### src/rtl/mult_div_unit.sv
`default_nettype none
// ============================================================================
// Module   : mult_div_unit
// Brief    : Iterative signed/unsigned multiply and divide producing HI/LO.
// Revision : 1.0 - initial release
// ============================================================================
module mult_div_unit #(
    parameter int WIDTH = 32
) (
    input  logic             clk,
    input  logic             reset,
    input  logic             start,
    input  logic [1:0]       op,
    input  logic [WIDTH-1:0] a,
    input  logic [WIDTH-1:0] b,
    output logic             busy,
    output logic             done,
    output logic             div_zero,
    output logic [WIDTH-1:0] hi,
    output logic [WIDTH-1:0] lo
);

    localparam int c_CNT_W = $clog2(WIDTH);
    localparam logic [c_CNT_W-1:0] c_LAST = c_CNT_W'(WIDTH - 1);

    typedef enum logic [2:0] {
        S_IDLE  = 3'd0,
        S_CALC  = 3'd1,
        S_FIX   = 3'd2,
        S_DONE  = 3'd3,
        S_DZERO = 3'd4
    } state_t;

    state_t r_state, w_next;

    logic [1:0]         r_op;
    logic               r_neg_a, r_neg_b;
    logic [c_CNT_W-1:0] r_cnt;
    logic [WIDTH-1:0]   r_acc;   // product high half / partial remainder
    logic [WIDTH-1:0]   r_low;   // multiplier -> product low half / dividend -> quotient
    logic [WIDTH-1:0]   r_md;    // multiplicand / divisor magnitude

    logic               w_accept, w_sgn, w_a_neg, w_b_neg;
    logic [WIDTH-1:0]   w_a_mag, w_b_mag;
    logic [WIDTH:0]     w_msum, w_dshift;
    logic [WIDTH-1:0]   w_dtrial;
    logic               w_dge;
    logic [2*WIDTH-1:0] w_prod, w_prod_n;
    logic               w_neg_res;
    logic [WIDTH-1:0]   w_fix_hi, w_fix_lo;

    // An unsigned WIDTH-bit magnitude holds |MIN_INT| exactly.
    assign w_sgn    = ~op[0];
    assign w_a_neg  = w_sgn & a[WIDTH-1];
    assign w_b_neg  = w_sgn & b[WIDTH-1];
    assign w_a_mag  = w_a_neg ? (~a + 1'b1) : a;
    assign w_b_mag  = w_b_neg ? (~b + 1'b1) : b;
    assign w_accept = start & ~busy;

    always_ff @(posedge clk) begin
        if (reset) r_state <= S_IDLE;
        else       r_state <= w_next;
    end

    always_comb begin
        w_next   = r_state;
        busy     = 1'b0;
        done     = 1'b0;
        div_zero = 1'b0;
        case (r_state)
            S_IDLE, S_DONE, S_DZERO: begin
                done     = (r_state != S_IDLE);
                div_zero = (r_state == S_DZERO);
                if (start)
                    w_next = (op[1] && (b == '0)) ? S_DZERO : S_CALC;
                else
                    w_next = S_IDLE;
            end
            S_CALC: begin
                busy = 1'b1;
                if (r_cnt == c_LAST) w_next = S_FIX;
            end
            S_FIX: begin
                busy   = 1'b1;
                w_next = S_DONE;
            end
            default: w_next = S_IDLE;
        endcase
    end

    // One shift-add step: sum carries into the bit shifted down into r_acc.
    assign w_msum   = {1'b0, r_acc} + (r_low[0] ? {1'b0, r_md} : '0);
    // One restoring-division step.
    assign w_dshift = {r_acc, r_low[WIDTH-1]};
    assign w_dge    = (w_dshift >= {1'b0, r_md});
    assign w_dtrial = w_dshift[WIDTH-1:0] - r_md;

    assign w_prod    = {r_acc, r_low};
    assign w_prod_n  = ~w_prod + 1'b1;
    assign w_neg_res = ~r_op[0] & (r_neg_a ^ r_neg_b);

    always_comb begin
        w_fix_hi = r_acc;
        w_fix_lo = r_low;
        if (r_op[1]) begin
            if (w_neg_res)            w_fix_lo = ~r_low + 1'b1;
            if (~r_op[0] & r_neg_a)   w_fix_hi = ~r_acc + 1'b1;
        end else if (w_neg_res) begin
            {w_fix_hi, w_fix_lo} = w_prod_n;
        end
    end

    always_ff @(posedge clk) begin
        if (reset) begin
            r_op    <= '0;
            r_neg_a <= 1'b0;
            r_neg_b <= 1'b0;
            r_cnt   <= '0;
            r_acc   <= '0;
            r_low   <= '0;
            r_md    <= '0;
            hi      <= '0;
            lo      <= '0;
        end else if (w_accept) begin
            r_op    <= op;
            r_neg_a <= w_a_neg;
            r_neg_b <= w_b_neg;
            r_cnt   <= '0;
            r_acc   <= '0;
            r_md    <= op[1] ? w_b_mag : w_a_mag;
            r_low   <= op[1] ? w_a_mag : w_b_mag;
        end else if (r_state == S_CALC) begin
            r_cnt <= r_cnt + 1'b1;
            if (r_op[1]) begin
                r_acc <= w_dge ? w_dtrial : w_dshift[WIDTH-1:0];
                r_low <= {r_low[WIDTH-2:0], w_dge};
            end else begin
                r_acc <= w_msum[WIDTH:1];
                r_low <= {w_msum[0], r_low[WIDTH-1:1]};
            end
        end else if (r_state == S_FIX) begin
            hi <= w_fix_hi;
            lo <= w_fix_lo;
        end
    end

endmodule
`default_nettype wire

### config.mk
export PLATFORM = sky130hd
export DESIGN_NAME = mult_div_unit
export DESIGN_NICKNAME = d
export VERILOG_FILES = /design/src/rtl/mult_div_unit.sv
export SDC_FILE = /design/constraint.sdc
export NUM_CORES = 1
export LEC_CHECK = 0
export CAP_MARGIN = 20
export CORE_MARGIN = 1
export CORE_UTILIZATION = 50
export DETAILED_ROUTE_END_ITERATION = 7
export PLACE_DENSITY = 0.71
export SYNTH_ARGS = -nofsm -noshare
export SYNTH_HDL_FRONTEND = slang
export SYNTH_SLANG_ARGS = --single-unit
### constraint.sdc
create_clock -name clk -period 4.1 [get_ports clk]
set_clock_uncertainty 0.05 [all_clocks]
set_input_delay 0.82 -clock clk [delete_from_list [all_inputs] [get_ports clk]]
set_output_delay 0.82 -clock clk [all_outputs]
set_load 0.01 [all_outputs]
; ---- Yosys cells after proc, flatten, opt, wreduce, memory -nomap -nowiden
; Index checks and enable logic that the tools add are counted.
[totals]
register_bits = 172
output_inout_bits = 67
word_cells = 73
in_bits = 69
[classes]
n_lt_le_gt_ge = 1
add_sub_neg = 8
n_reduce_logical = 9
bitwise = 16
muxes = 23
eq_ne = 6
[ops]
columns = operator, count
row1 = $mux W32, 16
row2 = $add A32 B1 Y32 const B, 4
row3 = $not A32 Y32, 4
row4 = $add A64 B1 Y64 const B, 1
row5 = $not A64 Y64, 1
row6 = $add A32 B32 Y33, 1
row7 = $ge A33 B32 Y1, 1
row8 = $logic_not A32 Y1, 1
row9 = $sub A32 B32 Y32, 1
row10 = $mux W3, 3
row11 = $pmux W3 S3, 1
row12 = $eq A3 B2 Y1 const B, 2
row13 = $add A5 B1 Y5 const B, 1
row14 = $and A1 B1 Y1, 5
row15 = $eq A5 B5 Y1 const B, 1
row16 = $not A1 Y1, 5
row17 = $reduce_or A2 Y1, 2
row18 = $eq A3 B1 Y1 const B, 1
row19 = $eq A3 B3 Y1 const B, 1
row20 = $logic_not A3 Y1, 1
row21 = $mux W1, 3
row22 = $reduce_and A3 Y1, 1
row23 = $reduce_bool A3 Y1, 1
row24 = $reduce_or A3 Y1, 1
row25 = 4 further kinds, 4

; ---- Longest topological paths before layout
[logic_depth]
ltp_word = 7
mapped_depth = 14
mapped_depth_nobuf = 12

; ---- Least setup slack after synthesis
; No wires, ideal clock.
[synth_path]
path_kind = reg2reg
startpoint = register r_acc[1]
endpoint = register r_acc[30]
stages_incl_launch_ff = 11
required_time_ps = 3914
setup_time_ps = 136
n_path_buf = 0
slack_ps = 944
t_arrival_ps = 2971
synth_period_minus_slack_ps = 3156
cell_sequence = dfxtp_1 ha_1 nor2b_1 o31ai_1 a22oi_1 a211o_1 a221o_1 a21o_1 or3_1 a2111oi_0 a211oi_1
[synth_via]
elab_chain_cells = 3
elab_cells_between_ends = 5
cone_classes = 2 x add/sub / 1 x order compare / 2 x mux
[synth_rtl]
columns = item, line
row1 = start: declaration, 39  ; logic [WIDTH-1:0] r_acc;
row2 = start signal: assignment, 135  ; r_acc <= w_dge ? w_dtrial : w_dshift[WIDTH-1:0];
row3 = start signal: assignment, 138  ; r_acc <= w_msum[WIDTH:1];
row4 = $sub A32 B32 Y32 or $ge A33 B32 Y1 (tied branches), "96, 95"
row5 = $mux W32, 135
row6 = $mux W32 (*), 134  ; if (r_op[1]) begin
; Every way passes the cells marked *; elsewhere a longest branch is shown, timed or not.
; A chain may end at the register's enable or synchronous reset.

; ---- Worst setup path after layout
[layout_path]
startpoint = register r_acc[22]
endpoint = register r_acc[29]
; Same word-level chain as after synthesis.

==> results.yml <==
run_status:
  status: "completed"
critical_path:
  slowest_delay_ns: 0.78
  critPathCapture: "r_acc[29]"
  endpoint_kind: "flop"
  crit_fanout: 11
  worstPathArrival_ns: 4.04
  r2r-start: "r_acc[22]"
  timing.rr.end: "r_acc[29]"
  cp_cell_sequence: "ha_1 -> nand2_1 -> nor3_1 -> a21o_1 -> a21oi_1 -> o311ai_0 -> a21oi_4 -> buf_4 -> a211o_1 -> a22o_1 -> a41oi_1"
  cpMaxStageDelayCell: "dfxtp_1"
  ff2ff_setup_slack_ns: 0.37
  critical_path.startpoint: "r_acc[22]"
  worstSetupPathType: "reg2reg"
  reg2regPathDepth: 11
  start_kind: "flop"
  required_ns: 4.41
timing:
  rsz0062_at_grt: "no"
  worstMarginPinSlew_ns: 0.910
  fin_setup_tns_ns: 0
  fin_crit_ns: 3.73
  setup-violations-final: 0
  drv_slew: 0
  hold_viol: 0
  maxSlewHeadroom_pct: 39.3
  fmax_mhz: 268
  fin_crit_sh_pct: 91.1
min_path:
  min_path_type: "reg2reg"
die:
  dieHeight_um: 172
  fp.coreArea_sq_um: 28100
  num_rows: 61
  die-width_um: 172
  initial_core_util_pct: 51.3
  die_area_sq_um: 29500
  boundaryPins: 136
layout:
  final_area_sq_um: 16800
  fin_nets: 2214
  mostFrequentLayoutCell: "nor2_1"
  area_delta_synth_final_pct: 16.9
  diodes: 0
  drive_gt1_share_pct: 6.47
  final_cell_mix: "226 x nor2_1, 215 x a21oi_1, 207 x nand2_1"
grt:
  overflow: 0
  track_usage_pct: 33.0
  grt_pass1_vias: 13500
  antenna_found_initial: 0
  grt_max_degree: 110
  grt_pass1_wl_um: 75000
power:
  leakage_nw: 6.56
  power-per-cell-area_nw_per_um2: 335
  vdd_drop_max_v: 0.000215
clock_tree:
  cts_tree: "built"
  cts_max_level: 4
  cts_sinks: 172
  cts_hold_buffers: 0
  cts_resized: 0
  cts.reportedPaths.clkPinSlew_ns: 0.08
  cts_root_buf: "clkbuf_16"
  cts_setup_buffers: 0
  insertion_delay_ns: 0.44
  clockBufferDepth: 2
  numCtsBuffers: 17
synthesis:
  synth_seq_area_share_pct: 23.9
  synthCells: 1993
  yosys_warnings: 0
  avgSynthCellArea_sq_um: 7.23
  ys_async_sr_fraction_pct: 0
  synth-edff-count: 0
  yosysUniqueCellTypes: 83
  synth_seq_cells: 172
  synthFlopType: "dfxtp_1"
  syn_area_sq_um: 14400
  synth.net_count: 2134
drt:
  drtPass1Iterations: 8
  route.final.wire_length_um: 49000
  vias_per_cell: 6.13
  avgRoutedWirePerCell_um: 19.9
  route.detailed.drc: 0
  ant_nets: 0
  drt_iter0_markers: 1245
  route.vias.total: 15100
placed_design:
  post-dp-hpwl_um: 37600
  routabilityCongestion: 1.01
  port_buffers: 135
  dpl-instance-area_sq_um: 16200
job:
  maxCapViolations: 0
metrics by stage:
step	hold slack, ns	util, %	power (mW)	std cells	setup WS, ns
after CTS	0.404	59.9	5.62	2464	0.461
after detailed placement	0.393	57.7	3.90	2432	0.113
final	0.401	59.9	5.63	2464	0.365
after global placement	0.391	57.7	3.89	2432	0.138
after floorplan	0.382	-	3.28	1993	0.944
after global routing	0.421	59.9	5.91	2464	0.206
cell families (layout without fill, tap and decap cells):
group / after synthesis / in the layout / share of synthesized area (%)
AND/OR/NAND/NOR: 667 / 667 / 21.5
multiplexers: 68 / 68 / 4.80
adder cells (fa/ha/maj): 72 / 72 / 6.36
AO/OA/AOI/OAI: 647 / 647 / 28.0
buffers and inverters: 201 / 294 / 5.33
XOR/XNOR: 166 / 166 / 10.1
flip-flops: 172 / 172 / 23.9
power by group:
| part | switching, mW | internal, mW | total, mW |
|---|---|---|---|
| sequential | 0.130 | 1.75 | 1.88 |
| clock | 0.874 | 0.847 | 1.72 |
| combinational | 1.22 | 0.813 | 2.03 |
| total | 2.22 | 3.41 | 5.63 |
worst min-delay path by stage:
stage | slack, ns | cells past startpoint | startpoint | endpoint
after floorplan | 0.38 | 2 | r_md[13] | r_md[13]
after detailed placement | 0.39 | 2 | hi[25] | hi[25]
final | 0.40 | 2 | r_md[19] | r_md[19]
after global placement | 0.39 | 2 | hi[15] | hi[15]
after CTS | 0.40 | 2 | r_md[18] | r_md[18]
after global routing | 0.42 | 2 | r_md[19] | r_md[19]
final cells by class:
type                       count  area [sq um]
clock inverter                15           206
fill                        2707         11300
tap                          378           473
inverter                      69           259
multi-input combinational   1620         10200
sequential                   172          3450
clock buffer                  17           425
timing repair buffer         193          1800
flip-flops by register name (all words and copies together) (netlist names):
| name | count |
|---|---|
| hi | 32 |
| lo | 32 |
| r_acc | 32 |
| r_cnt | 5 |
| r_low | 32 |
| r_md | 32 |
| r_neg_a | 1 |
| r_neg_b | 1 |
| r_op | 2 |
| r_state | 3 |
worst max-delay path: cells and delay by family, from the launching register on:
kind / cells / cell delay (ns)
fa+ha+maj: 1 / 0.39
buf+inv: 1 / 0.21
simple gates: 2 / 0.60
compound gates: 7 / 1.62
flops: 1 / 0.78
metal layers:
metal  share of wire [%]  GRT usage, %  up-vias
li1                    -             -     7347
met1                  44          44.6     7105
met2                  46          53.2      564
met3                 7.2          4.88       99
met4                 3.0          11.6        0
met5                   0             0        -
synthesized netlist by cell type (all sizes together) (3+ instances only):
library cell	count	area, sq um
nand3	35	175
nor2b	13	81.3
buf	21	90.1
or4	15	120
or2	7	43.8
ha	70	876
xnor2	100	876
a21o	43	323
or3	19	119
o22ai	8	56.3
and2	8	50.1
a221oi	4	35.0
a211oi	64	485
nand2	207	777
nor3b	4	30.0
a31oi	17	106
nand2b	18	113
o21a	7	52.6
inv	68	255
o41ai	8	77.6
a41oi	3	26.3
nand4b	4	35.0
a211o	4	35.0
a21oi	217	1090
mux2i	59	591
o31ai	28	215
a2111oi	7	61.3
and3	16	100
nand3b	7	65.1
o311ai	5	43.8
o221a	3	33.8
o211ai	32	240
o21ai	150	751
a311oi	5	43.8
o221ai	3	26.3
nor2	228	861
clkbuf	111	418
nand4	18	113
nor3	45	225
xor2	66	578
nor4	15	109
dfxtp	172	3440
a21boi	5	37.5
o21bai	9	67.6
mux2	9	101
Note: power is estimated with default switching activity, not from simulation.
